`config.mk`:
```
export PLATFORM = sky130hd
export DESIGN_NAME = memory_access_cycle
export DESIGN_NICKNAME = d
export VERILOG_FILES = /design/src/rtl/riscv_mem_pkg.sv /design/src/rtl/load_store_align.sv /design/src/rtl/memory_access_cycle.sv
export SDC_FILE = /design/constraint.sdc
export NUM_CORES = 1
export LEC_CHECK = 0
export CORE_AREA = 2 2 125 127
export DETAILED_ROUTE_END_ITERATION = 6
export DIE_AREA = 0 0 127 129
export GPL_ROUTABILITY_DRIVEN = 0
export GPL_TIMING_DRIVEN = 0
export MAX_ROUTING_LAYER = met4
export PLACE_DENSITY = 0.91
export SETUP_SLACK_MARGIN = 0.4
export SYNTH_ARGS = -nofsm -noshare
export SYNTH_HDL_FRONTEND = slang
export SYNTH_HIERARCHICAL = 1
export SYNTH_SLANG_ARGS = --single-unit
```
`constraint.sdc`:
```
create_clock -name clk -period 2.1 [get_ports clk]
set_input_delay 0.315 -clock clk [delete_from_list [all_inputs] [get_ports clk]]
set_output_delay 0.315 -clock clk [all_outputs]
set_load 0.02 [all_outputs]
```
`src/rtl/riscv_mem_pkg.sv`:
```
// Shared encodings for the MEM stage: load/store funct3 codes, writeback
// result-source selects and the data-memory access FSM state.
package riscv_mem_pkg;

    localparam int MEM_XLEN = 32;

    // Load funct3 encodings; bits [1:0] give the access size
    localparam logic [2:0] LT_LB  = 3'b000;
    localparam logic [2:0] LT_LH  = 3'b001;
    localparam logic [2:0] LT_LW  = 3'b010;
    localparam logic [2:0] LT_LBU = 3'b100;
    localparam logic [2:0] LT_LHU = 3'b101;

    // Store funct3 encodings
    localparam logic [2:0] ST_SB = 3'b000;
    localparam logic [2:0] ST_SH = 3'b001;
    localparam logic [2:0] ST_SW = 3'b010;

    // Access sizes as carried in funct3[1:0]
    localparam logic [1:0] SZ_BYTE = 2'b00;
    localparam logic [1:0] SZ_HALF = 2'b01;
    localparam logic [1:0] SZ_WORD = 2'b10;

    // Writeback result source
    localparam logic [1:0] RS_ALU  = 2'b00;
    localparam logic [1:0] RS_LOAD = 2'b01;
    localparam logic [1:0] RS_PC4  = 2'b10;

    // Data-memory access FSM
    typedef enum logic {
        IDLE = 1'b0,
        RESP = 1'b1
    } mem_state_e;

endpackage

```
`src/rtl/load_store_align.sv`:
```
// Byte-lane steering for the MEM stage: store byte enables and lane
// replication, load lane extraction with sign/zero extension, and
// misaligned-access detection (only when MEM_MISALIGN_TRAP_EN is defined;
// otherwise offset bits below the access size are simply ignored).
module load_store_align
    import riscv_mem_pkg::*;
(
    input  logic [1:0]  offset_i,
    input  logic [1:0]  size_i,
    input  logic [2:0]  load_type_i,
    input  logic [31:0] store_data_i,
    input  logic [31:0] load_data_i,
    output logic [3:0]  be_o,
    output logic [31:0] wdata_o,
    output logic [31:0] rdata_o,
    output logic        misalign_o
);

    logic [31:0] byte_lane;
    logic [31:0] half_lane;

    // Store side: byte enables follow the offset, data is replicated on all lanes
    always_comb begin
        be_o    = 4'b1111;
        wdata_o = store_data_i;
        case (size_i)
            SZ_BYTE: begin
                be_o    = 4'b0001 << offset_i;
                wdata_o = {4{store_data_i[7:0]}};
            end
            SZ_HALF: begin
                be_o    = 4'b0011 << {offset_i[1], 1'b0};
                wdata_o = {2{store_data_i[15:0]}};
            end
            default: ;
        endcase
    end

    // Load side: shift the addressed lane down, then extend per funct3
    always_comb begin
        byte_lane = load_data_i >> {offset_i, 3'b000};
        half_lane = load_data_i >> {offset_i[1], 4'b0000};
        case (load_type_i)
            LT_LB:   rdata_o = {{24{byte_lane[7]}}, byte_lane[7:0]};
            LT_LH:   rdata_o = {{16{half_lane[15]}}, half_lane[15:0]};
            LT_LBU:  rdata_o = {24'h000000, byte_lane[7:0]};
            LT_LHU:  rdata_o = {16'h0000, half_lane[15:0]};
            default: rdata_o = load_data_i;
        endcase
    end

    // Misalignment: halfwords need addr[0]=0, words need addr[1:0]=00
    always_comb begin
`ifdef MEM_MISALIGN_TRAP_EN
        case (size_i)
            SZ_HALF: misalign_o = offset_i[0];
            SZ_WORD: misalign_o = |offset_i;
            default: misalign_o = 1'b0;
        endcase
`else
        misalign_o = 1'b0;
`endif
    end

endmodule

```
`src/rtl/memory_access_cycle.sv`:
```
// MEM stage of the RV32IM pipeline. Issues loads/stores on a ready/valid
// data-memory port, stalls the front of the pipe while an access is in
// flight, and drives the MEM/WB register. Optional MEM_MISALIGN_TRAP_EN
// suppresses misaligned accesses and flags them in MisalignW.
//
// Handshake: a request is presented while dmem_req=1 and is accepted in the
// cycle dmem_gnt=1 (gnt is ignored while dmem_req=0). A granted load then
// waits in RESP for dmem_rvalid, which is ignored in any other state.
module memory_access_cycle
    import riscv_mem_pkg::*;
#(
    parameter int XLEN = MEM_XLEN
) (
    input  logic            clk,
    input  logic            rst,
    input  logic            RegWriteM,
    input  logic            MemWriteM,
    input  logic [1:0]      ResultSrcM,
    input  logic [4:0]      RD_M,
    input  logic [XLEN-1:0] PCPlus4M,
    input  logic [XLEN-1:0] ALU_ResultM,
    input  logic [XLEN-1:0] WriteDataM,
    input  logic [2:0]      LoadTypeM,
    input  logic [2:0]      StoreTypeM,
    output logic            dmem_req,
    output logic            dmem_we,
    output logic [XLEN-1:0] dmem_addr,
    output logic [XLEN-1:0] dmem_wdata,
    output logic [3:0]      dmem_be,
    input  logic            dmem_gnt,
    input  logic            dmem_rvalid,
    input  logic [XLEN-1:0] dmem_rdata,
    output logic            StallM,
    output logic            RegWriteW,
    output logic [1:0]      ResultSrcW,
    output logic [4:0]      RD_W,
    output logic [XLEN-1:0] PCPlus4W,
    output logic [XLEN-1:0] ALU_ResultW,
    output logic [XLEN-1:0] ReadDataW,
    output logic            MisalignW,
    output logic            fsm_state_o
);

    mem_state_e  state_q, state_d;
    logic        is_store, is_load, active;
    logic        misaligned;
    logic        complete;
    logic        load_done;
    logic [1:0]  size;
    logic [31:0] load_fmt;

    assign is_store = MemWriteM;
    assign is_load  = ~MemWriteM & (ResultSrcM == RS_LOAD);
    assign active   = is_store | is_load;
    // Reserved store encodings fall back to a full-word access
    assign size     = MemWriteM ? (StoreTypeM[2] ? SZ_WORD : StoreTypeM[1:0])
                                : LoadTypeM[1:0];

    load_store_align u_align (
        .offset_i     (ALU_ResultM[1:0]),
        .size_i       (size),
        .load_type_i  (LoadTypeM),
        .store_data_i (WriteDataM),
        .load_data_i  (dmem_rdata),
        .be_o         (dmem_be),
        .wdata_o      (dmem_wdata),
        .rdata_o      (load_fmt),
        .misalign_o   (misaligned)
    );

    assign dmem_addr   = {ALU_ResultM[XLEN-1:2], 2'b00};
    assign dmem_we     = dmem_req & MemWriteM;
    assign StallM      = active & ~complete;
    assign fsm_state_o = state_q;

    // FSM state register
    always_ff @(posedge clk) begin
        if (rst) state_q <= IDLE;
        else     state_q <= state_d;
    end

    // Next state: a granted load waits for its response
    always_comb begin
        state_d = state_q;
        case (state_q)
            IDLE: if (is_load & ~misaligned & dmem_gnt) state_d = RESP;
            RESP: if (dmem_rvalid)                      state_d = IDLE;
            default:                                    state_d = IDLE;
        endcase
    end

    // FSM outputs: request, completion and load-data capture strobe
    always_comb begin
        dmem_req  = 1'b0;
        complete  = 1'b0;
        load_done = 1'b0;
        case (state_q)
            IDLE: begin
                dmem_req = active & ~misaligned;
                complete = (active & misaligned) | (is_store & ~misaligned & dmem_gnt);
            end
            RESP: begin
                complete  = dmem_rvalid;
                load_done = dmem_rvalid;
            end
            default: ;
        endcase
    end

    // MEM/WB register: bubble while stalled, otherwise capture EX/MEM fields
    always_ff @(posedge clk) begin
        if (rst) begin
            RegWriteW   <= 1'b0;
            ResultSrcW  <= 2'b00;
            RD_W        <= 5'd0;
            PCPlus4W    <= '0;
            ALU_ResultW <= '0;
            ReadDataW   <= '0;
            MisalignW   <= 1'b0;
        end else if (StallM) begin
            RegWriteW <= 1'b0;
            RD_W      <= 5'd0;
            MisalignW <= 1'b0;
        end else begin
            RegWriteW   <= RegWriteM & ~(active & misaligned);
            ResultSrcW  <= ResultSrcM;
            RD_W        <= RD_M;
            PCPlus4W    <= PCPlus4M;
            ALU_ResultW <= ALU_ResultM;
            MisalignW   <= active & misaligned;
            if (load_done) ReadDataW <= load_fmt;
        end
    end

endmodule

```
==> impl_metrics.xml, run 1 <==
<?xml version="1.0" encoding="UTF-8"?>
<metrics>
  <group name="critical_path">
    <metric name="critical-path-slowest-cell" unit="">sky130_fd_sc_hd__mux2_4</metric>
    <metric name="critical_path_cell_sequence" unit="">buf_12 -&gt; clkinv_8 -&gt; nor2_4 -&gt; a22o_4 -&gt; nor2_4 -&gt; buf_6 -&gt; mux2_4 -&gt; buf_6</metric>
    <metric name="ff2ff_setup_slack" unit="ps">490</metric>
    <metric name="critPathMaxFanout" unit="">5</metric>
    <metric name="cp_data_arrival_time" unit="ps">1570</metric>
    <metric name="reg2reg_depth" unit="">6</metric>
    <metric name="regToRegStartpoint" unit="">fsm_state_o</metric>
    <metric name="critPathMaxStageDelay" unit="ps">300</metric>
    <metric name="startpoint_of_the_most_critical_setup_path" unit="">MemWriteM</metric>
    <metric name="setup.worst_path.end_class" unit="">output port</metric>
    <metric name="criticalPathCategory" unit="">in -&gt; out</metric>
    <metric name="critical_path_required" unit="ps">1780</metric>
    <metric name="critical_path.startpoint_type" unit="">primary input</metric>
  </group>
  <group name="placed_design">
    <metric name="hpwl_after_dpl" unit="microns">15400</metric>
    <metric name="port-buffer-count" unit="">320</metric>
    <metric name="place_worst_setup_slack" unit="ps">-1100</metric>
    <metric name="placed_area" unit="sq mm">0.00923</metric>
  </group>
  <group name="layout">
    <metric name="final_layout_size_suffix_gt1_share" unit="%">18.5</metric>
    <metric name="utilization" unit="%">67.0</metric>
    <metric name="fillerInstances" unit="">1169</metric>
    <metric name="area_growth_from_synthesis_to_final_layout" unit="%">73.4</metric>
    <metric name="finalInstanceArea" unit="sq mm">0.0100</metric>
    <metric name="final_layout_net_count" unit="">1174</metric>
  </group>
  <group name="global_route">
    <metric name="grt_pass1_wl" unit="microns">30800</metric>
    <metric name="grt_antenna_before_repair" unit="">1</metric>
    <metric name="gr-total-overflow" unit="">0</metric>
    <metric name="first_global_vias" unit="">5951</metric>
    <metric name="grt_start_max_net_pins" unit="">20</metric>
    <metric name="grt_use_total" unit="%">24.8</metric>
  </group>
  <group name="outcome">
    <metric name="outcome" unit="">finished clean</metric>
  </group>
  <group name="logic_synthesis">
    <metric name="yosysSeqAreaShare" unit="%">36.7</metric>
    <metric name="compound_gate_portion_of_the_synthesized_area" unit="%">8.54</metric>
    <metric name="post_synth_xor_area_fraction" unit="%">0</metric>
    <metric name="syn_area_per_cell" unit="sq um">8.67</metric>
    <metric name="netlist_instances" unit="">667</metric>
    <metric name="yosys.cell_types.count" unit="">36</metric>
    <metric name="synthSimpleGateAreaFrac" unit="%">26.0</metric>
    <metric name="yosys-mux-area-fraction" unit="%">17.5</metric>
    <metric name="ys_seq_elements" unit="">106</metric>
    <metric name="synth_top_family_by_area" unit="">simple AND/OR/NAND/NOR gates</metric>
    <metric name="synth.cell_area" unit="sq mm">0.00579</metric>
    <metric name="adder_and_majority_cell_fraction_of_the_synthesized_area" unit="%">0</metric>
    <metric name="yosys_warnings" unit="">6</metric>
  </group>
  <group name="power_and_ir_drop">
    <metric name="leak" unit="nW">4.11</metric>
    <metric name="power.density" unit="mW/mm^2">569</metric>
    <metric name="vdd.ir_drop.worst" unit="V">0.000381</metric>
  </group>
  <group name="sta">
    <metric name="rsz0062_at_grt" unit="">true</metric>
    <metric name="fin_worst_skew" unit="ps">8.76</metric>
    <metric name="achievable-frequency" unit="GHz">0.531</metric>
    <metric name="report.final.hold_viol_count" unit="">0</metric>
    <metric name="timing.final.crit_period" unit="ps">1880</metric>
    <metric name="timing.final.ws_setup" unit="ps">218</metric>
    <metric name="drv_slew" unit="">0</metric>
    <metric name="post-route-period-util" unit="%">89.6</metric>
    <metric name="maxSlewHeadroom" unit="%">59.2</metric>
    <metric name="setup-violations-final" unit="">0</metric>
    <metric name="tightestPinTransition" unit="ps">612</metric>
  </group>
  <group name="hold_path">
    <metric name="hold_path_startpoint" unit="">ALU_ResultM[0]</metric>
    <metric name="worst_hold_path.num_cells" unit="">3</metric>
    <metric name="timing.hold.worst.class" unit="">in -&gt; reg</metric>
  </group>
  <group name="detailed_routing">
    <metric name="post_detailed_route_count_of_antenna_violating_nets" unit="">0</metric>
    <metric name="drt_first_pass_iters" unit="">6</metric>
    <metric name="via_count" unit="">6050</metric>
    <metric name="routed_wire_length_per_instance" unit="microns">17.0</metric>
    <metric name="drc" unit="">0</metric>
    <metric name="post_detailed_route_via_to_cell_ratio" unit="">4.95</metric>
    <metric name="totalWireLength" unit="microns">20800</metric>
    <metric name="drt-initial-drc-count" unit="">364</metric>
  </group>
  <group name="cts">
    <metric name="clk-insertion-delay-late" unit="ps">350</metric>
    <metric name="cts_htree_levels" unit="">3</metric>
    <metric name="cts-root-buf" unit="">sky130_fd_sc_hd__clkbuf_16</metric>
    <metric name="max-clock-path-buffers" unit="">2</metric>
    <metric name="clk_pin_slew_worst_paths" unit="ps">70</metric>
    <metric name="cts_made_buffers" unit="">9</metric>
    <metric name="numClockSinks" unit="">106</metric>
    <metric name="tritoncts" unit="">done</metric>
  </group>
  <group name="floorplanning">
    <metric name="total_i_o_pin_count" unit="">324</metric>
    <metric name="core.rowCount" unit="">45</metric>
    <metric name="placeableCoreArea" unit="sq mm">0.0150</metric>
    <metric name="die_w" unit="microns">127</metric>
    <metric name="chipHeight" unit="microns">129</metric>
    <metric name="die-area" unit="sq mm">0.0164</metric>
    <metric name="initial_utilization" unit="%">38.6</metric>
  </group>
  <group name="flow_run">
    <metric name="cap_viol_max_count" unit="">0</metric>
  </group>
</metrics>
==> cell families after synthesis <==
kind of cell,Yosys count
muxes,97
and+or+nand+nor,291
AOI/OAI and AO/OA,79
other,2
DFF,106
buffers and inverters,92
==> cells in the final DEF, fill, tap and decap left out, types with 3 or more instances in the layout <==
cell                              instances
sky130_fd_sc_hd__buf_2                   10
sky130_fd_sc_hd__o21ai_2                  3
sky130_fd_sc_hd__mux2i_2                  3
sky130_fd_sc_hd__clkdlybuf4s50_1        236
sky130_fd_sc_hd__nor2_4                   5
sky130_fd_sc_hd__dlygate4sd2_1           43
sky130_fd_sc_hd__buf_6                   35
sky130_fd_sc_hd__nor2b_1                  7
sky130_fd_sc_hd__mux2_2                   6
sky130_fd_sc_hd__nand2_1                119
sky130_fd_sc_hd__buf_4                   66
sky130_fd_sc_hd__o21ai_0                  7
sky130_fd_sc_hd__a22oi_1                  7
sky130_fd_sc_hd__nor3b_1                  6
sky130_fd_sc_hd__clkbuf_16               12
sky130_fd_sc_hd__nor3_1                   5
sky130_fd_sc_hd__dfxtp_1                105
sky130_fd_sc_hd__clkdlybuf4s15_1          3
sky130_fd_sc_hd__buf_12                  10
sky130_fd_sc_hd__nor2_1                   5
sky130_fd_sc_hd__clkbuf_1                23
sky130_fd_sc_hd__mux2_4                  16
sky130_fd_sc_hd__conb_1                   3
sky130_fd_sc_hd__inv_1                    3
sky130_fd_sc_hd__o21ai_1                  7
sky130_fd_sc_hd__nand2b_1               134
sky130_fd_sc_hd__mux2i_1                 71
sky130_fd_sc_hd__a21oi_1                 35
sky130_fd_sc_hd__a221o_1                  7
sky130_fd_sc_hd__o21bai_1                 3
==> cell type report <==
type / instances / area (sq um) / share of cell area (%)
well taps: 188 / 235 / 2.34
clock inverters: 7 / 87.6 / 0.873
clock buffers: 9 / 225 / 2.24
inverters: 4 / 27.5 / 0.274
repair buffers: 348 / 3450 / 34.4
diodes: 1 / 2.50 / 0.0249
flip-flops and latches: 106 / 2130 / 21.2
plain buffers: 88 / 704 / 7.02
multi-input cells: 470 / 3170 / 31.6
==> flip-flops by register name, indices dropped and copies added, names as in the netlist <==
register     cells
RD_W             5
RegWriteW        1
ResultSrcW       2
PCPlus4W        32
MisalignW        1
fsm_state_o      1
ALU_ResultW     32
ReadDataW       32
==> power by group <==
part | total, mW | switching (mW) | internal, mW | leakage (nW)
clock network | 1.79 | 0.842 | 0.947 | 0.145
logic | 1.76 | 0.797 | 0.963 | 3.09
registers | 2.16 | 0.0503 | 2.11 | 0.873
==> metrics by stage <==
stage / setup TNS, ps / hold slack, ps / instances / power [mW]
2_1_floorplan: 0 / 467 / 668 / 3.02
3_3_place_gp: -30000 / 442 / 1176 / 3.81
3_5_place_dp: -31700 / 447 / 1176 / 3.84
4_1_cts: 0 / 405 / 1216 / 5.70
5_1_grt: 0 / 377 / 1221 / 5.92
6_report: 0 / 371 / 1221 / 5.71
==> cell usage after synthesis, drive strengths merged <==
cell type	count	area, sq um
dfxtp	106	2120
nor3	6	30.0
o21bai	3	22.5
clkbuf	27	101
mux2i	74	741
nor4	1	6.26
a311oi	1	8.76
a41oi	1	8.76
buf	61	531
nor3b	6	45.0
conb	2	7.51
a21oi	36	180
a22o	1	8.76
nor2	12	55.1
mux2	22	248
a211o	1	8.76
nand2	120	453
a21o	2	15.0
a22oi	8	65.1
nand2b	136	851
o21ai	17	88.8
or2b	1	7.51
inv	4	15.0
mux4	1	22.5
a221o	7	70.1
and2	1	6.26
a32oi	2	17.5
nor2b	8	50.1
==> worst max-delay path, delay by kind of cell <==
family,cells,cell delay (ps)
AND/OR/NAND/NOR,2,240
AO/OA/AOI/OAI,1,230
buffers and inverters,4,460
multiplexers,1,300
==> final timing paths <==
path | to
hold reg to reg | ReadDataW[20]
setup reg to reg | ReadDataW[8]
hold / removal | ALU_ResultW[0]
setup / recovery | dmem_wdata[12]
==> layer usage <==
metal / vias up / part of all wire (%) / routed length [microns] / GRT usage, %
li1: 2877 / - / - / -
met1: 2814 / 36 / 7560 / 25.2
met2: 313 / 53 / 10900 / 47.0
met3: 46 / 7.7 / 1590 / 4.32
met4: 0 / 3.4 / 702 / 10.3
met5: - / 0 / 0 / -
==> repair_timing <==
action / CTS / global route
gates cloned: 3 / 0
setup endpoints to repair: 99 / 72
resized for setup: 296 / 37
hold buffers: 0 / 0
pin swaps: 10 / 7
buffers inserted: 21 / 4
Power figures use the tool's default switching activity.
==> run 2: changes to the inputs <==
- MAX_ROUTING_LAYER: met4 -> unset
==> run 2 against run 1 <==
Non-clock buffer count unchanged. Highest routed layer unchanged. Total power is essentially flat. Fmax decreased by 0.14%. First-iteration DRC count grew 8.0%. Critical path type unchanged. Critical path depth is the same. Utilization grew 0.058 points. Final cell count is the same. Cell area hardly changed. Wire length up 0.21%. Via count increased by 0.61%.
==> impl_metrics.xml, run 2 (synthesized netlist as in run 1, its figures left out) <==
<?xml version="1.0" encoding="UTF-8"?>
<metrics>
  <group name="global_route">
    <metric name="grt_start_max_net_pins" unit="">20</metric>
    <metric name="first_global_vias" unit="">5954</metric>
    <metric name="grt_pass1_wl" unit="microns">30900</metric>
    <metric name="gr-total-overflow" unit="">0</metric>
    <metric name="grt_antenna_before_repair" unit="">1</metric>
    <metric name="grt_use_total" unit="%">24.1</metric>
  </group>
  <group name="detailed_routing">
    <metric name="drt-initial-drc-count" unit="">393</metric>
    <metric name="drt_first_pass_iters" unit="">6</metric>
    <metric name="drc" unit="">0</metric>
    <metric name="via_count" unit="">6087</metric>
    <metric name="totalWireLength" unit="microns">20800</metric>
    <metric name="routed_wire_length_per_instance" unit="microns">17.1</metric>
    <metric name="post_detailed_route_count_of_antenna_violating_nets" unit="">0</metric>
    <metric name="post_detailed_route_via_to_cell_ratio" unit="">4.99</metric>
  </group>
  <group name="placed_design">
    <metric name="hpwl_after_dpl" unit="microns">15400</metric>
    <metric name="numPlacedInstances" unit="">1176</metric>
    <metric name="port-buffer-count" unit="">320</metric>
  </group>
  <group name="floorplanning">
    <metric name="total_i_o_pin_count" unit="">324</metric>
    <metric name="die_w" unit="microns">127</metric>
    <metric name="chipHeight" unit="microns">129</metric>
    <metric name="core.rowCount" unit="">45</metric>
    <metric name="placeableCoreArea" unit="sq mm">0.0150</metric>
    <metric name="initial_utilization" unit="%">38.6</metric>
    <metric name="die-area" unit="sq mm">0.0164</metric>
  </group>
  <group name="sta">
    <metric name="post-route-period-util" unit="%">89.7</metric>
    <metric name="rsz0062_at_grt" unit="">true</metric>
    <metric name="timing.final.crit_period" unit="ps">1880</metric>
    <metric name="drv_slew" unit="">0</metric>
    <metric name="achievable-frequency" unit="GHz">0.531</metric>
    <metric name="maxSlewHeadroom" unit="%">57.7</metric>
    <metric name="fin_worst_skew" unit="ps">8.70</metric>
    <metric name="report.final.hold_viol_count" unit="">0</metric>
    <metric name="tns" unit="ps">0</metric>
    <metric name="setup-violations-final" unit="">0</metric>
    <metric name="tightestPinTransition" unit="ps">634</metric>
  </group>
  <group name="cts">
    <metric name="cts_htree_levels" unit="">3</metric>
    <metric name="cts_made_buffers" unit="">9</metric>
    <metric name="clk-insertion-delay-late" unit="ps">350</metric>
    <metric name="numClockSinks" unit="">106</metric>
    <metric name="clk_pin_slew_worst_paths" unit="ps">70</metric>
    <metric name="tritoncts" unit="">done</metric>
    <metric name="cts-root-buf" unit="">sky130_fd_sc_hd__clkbuf_16</metric>
    <metric name="max-clock-path-buffers" unit="">2</metric>
    <metric name="post_cts_hold_buffer_count" unit="">0</metric>
  </group>
  <group name="power_and_ir_drop">
    <metric name="switching_power" unit="mW">1.69</metric>
    <metric name="total_power" unit="mW">5.71</metric>
    <metric name="p_seq_share" unit="%">37.8</metric>
    <metric name="pwr-share-comb" unit="%">30.9</metric>
    <metric name="proportion_of_total_power_due_to_net_switching" unit="%">29.6</metric>
    <metric name="vdd.ir_drop.worst" unit="V">0.000381</metric>
    <metric name="power_report.internal_total" unit="mW">4.02</metric>
    <metric name="power.clock.fraction" unit="%">31.3</metric>
    <metric name="power.density" unit="mW/mm^2">569</metric>
    <metric name="leak" unit="nW">4.13</metric>
  </group>
  <group name="layout">
    <metric name="final_layout_net_count" unit="">1174</metric>
    <metric name="final_layout_size_suffix_gt1_share" unit="%">18.6</metric>
    <metric name="area_growth_from_synthesis_to_final_layout" unit="%">73.6</metric>
    <metric name="biggestRegsByFlops" unit="">ALU_ResultW: 32 flops, PCPlus4W: 32 flops, ReadDataW: 32 flops</metric>
    <metric name="commonest_cells_after_routing_fill_and_taps_aside" unit="">235 x sky130_fd_sc_hd__clkdlybuf4s50_1, 134 x sky130_fd_sc_hd__nand2b_1, 119 x sky130_fd_sc_hd__nand2_1</metric>
    <metric name="layout_commonest_cell" unit="">sky130_fd_sc_hd__clkdlybuf4s50_1</metric>
    <metric name="finalNonFillerCells" unit="">1221</metric>
  </group>
  <group name="critical_path">
    <metric name="critPathMaxFanout" unit="">5</metric>
    <metric name="cp_data_arrival_time" unit="ps">1570</metric>
    <metric name="setup.worst_path.end_class" unit="">output port</metric>
    <metric name="critical_path.startpoint_type" unit="">primary input</metric>
    <metric name="critical_path_required" unit="ps">1780</metric>
    <metric name="criticalPathCategory" unit="">in -&gt; out</metric>
  </group>
  <group name="outcome">
    <metric name="outcome" unit="">finished clean</metric>
  </group>
  <group name="hold_path">
    <metric name="timing.hold.worst.class" unit="">in -&gt; reg</metric>
  </group>
  <group name="flow_run">
    <metric name="cap_viol_max_count" unit="">0</metric>
  </group>
</metrics>
[run 2: cell types whose count changed in the layout (fill, tap and decap cells not counted), sizes merged]
cell,change
clkdlybuf4s50,-1
dlymetal6s2s,+1
[run 2: worst max-delay path, cell delays in order]
cell	delay, ps
sky130_fd_sc_hd__buf_12	120
sky130_fd_sc_hd__clkinv_8	50
sky130_fd_sc_hd__nor2_4	30
sky130_fd_sc_hd__a22o_4	230
sky130_fd_sc_hd__nor2_4	220
sky130_fd_sc_hd__buf_6	160
sky130_fd_sc_hd__mux2_4	300
sky130_fd_sc_hd__buf_6	130
[run 2: path summary, 6_finish.rpt]
path / from / endpoint / slack (ps) / cells past startpoint
max: MemWriteM / dmem_wdata[12] / 220 / 8
min: ALU_ResultM[0] / ALU_ResultW[0] / 360 / 3
max reg2reg: fsm_state_o / ReadDataW[8] / 480 / 6
min reg2reg: ReadDataW[20] / ReadDataW[20] / 460 / 2
[run 2: power by group through the flow]
stage / registers (mW) / clock network (mW) / logic [mW]
after floorplan: 2.34 / 0 / 0.680
after detailed placement: 2.21 / 0 / 1.62
after global routing: 2.17 / 1.90 / 1.85
after CTS: 2.16 / 1.82 / 1.71
final: 2.16 / 1.79 / 1.76
after global placement: 2.21 / 0 / 1.61
[run 2: repair_timing]
| action | 4_1_cts | 5_1_grt |
|---|---|---|
| setup endpoints to repair | 99 | 71 |
| gates cloned | 3 | 0 |
| buffers inserted | 21 | 4 |
| pin swaps | 10 | 7 |
| endpoints found under the hold margin | 0 | 0 |
| resized for setup | 296 | 39 |
[run 2: per-stage QoR]
step	instance area [sq um]	worst slack [ps]	utilization, %	hold slack [ps]
global route	10000	201	67.1	377
global placement	9230	-1060	61.6	442
detailed placement	9230	-1100	61.6	447
floorplan	5790	273	-	467
finish	10000	216	67.1	365
CTS	9910	177	66.1	405
[run 2: area by class of cell]
cell class                 count  area, sq um
fill                        1166         4930
timing repair buffer         348         3460
multi-input combinational    470         3180
sequential                   106         2130
buffer                        88          704
tap                          188          235
clock buffer                   9          225
clock inverter                 7         87.6
inverter                       4         27.5
antenna                        1         2.50
[run 2: per-layer routing]
layer  GRT usage (%)  vias to the layer above  share of wire [%]
met4            10.1                        0                3.4
met1            25.0                     2842                 37
met5               0                        -                  0
met2            47.1                      319                 52
met3            4.57                       46                7.9
li1                -                     2880                  -
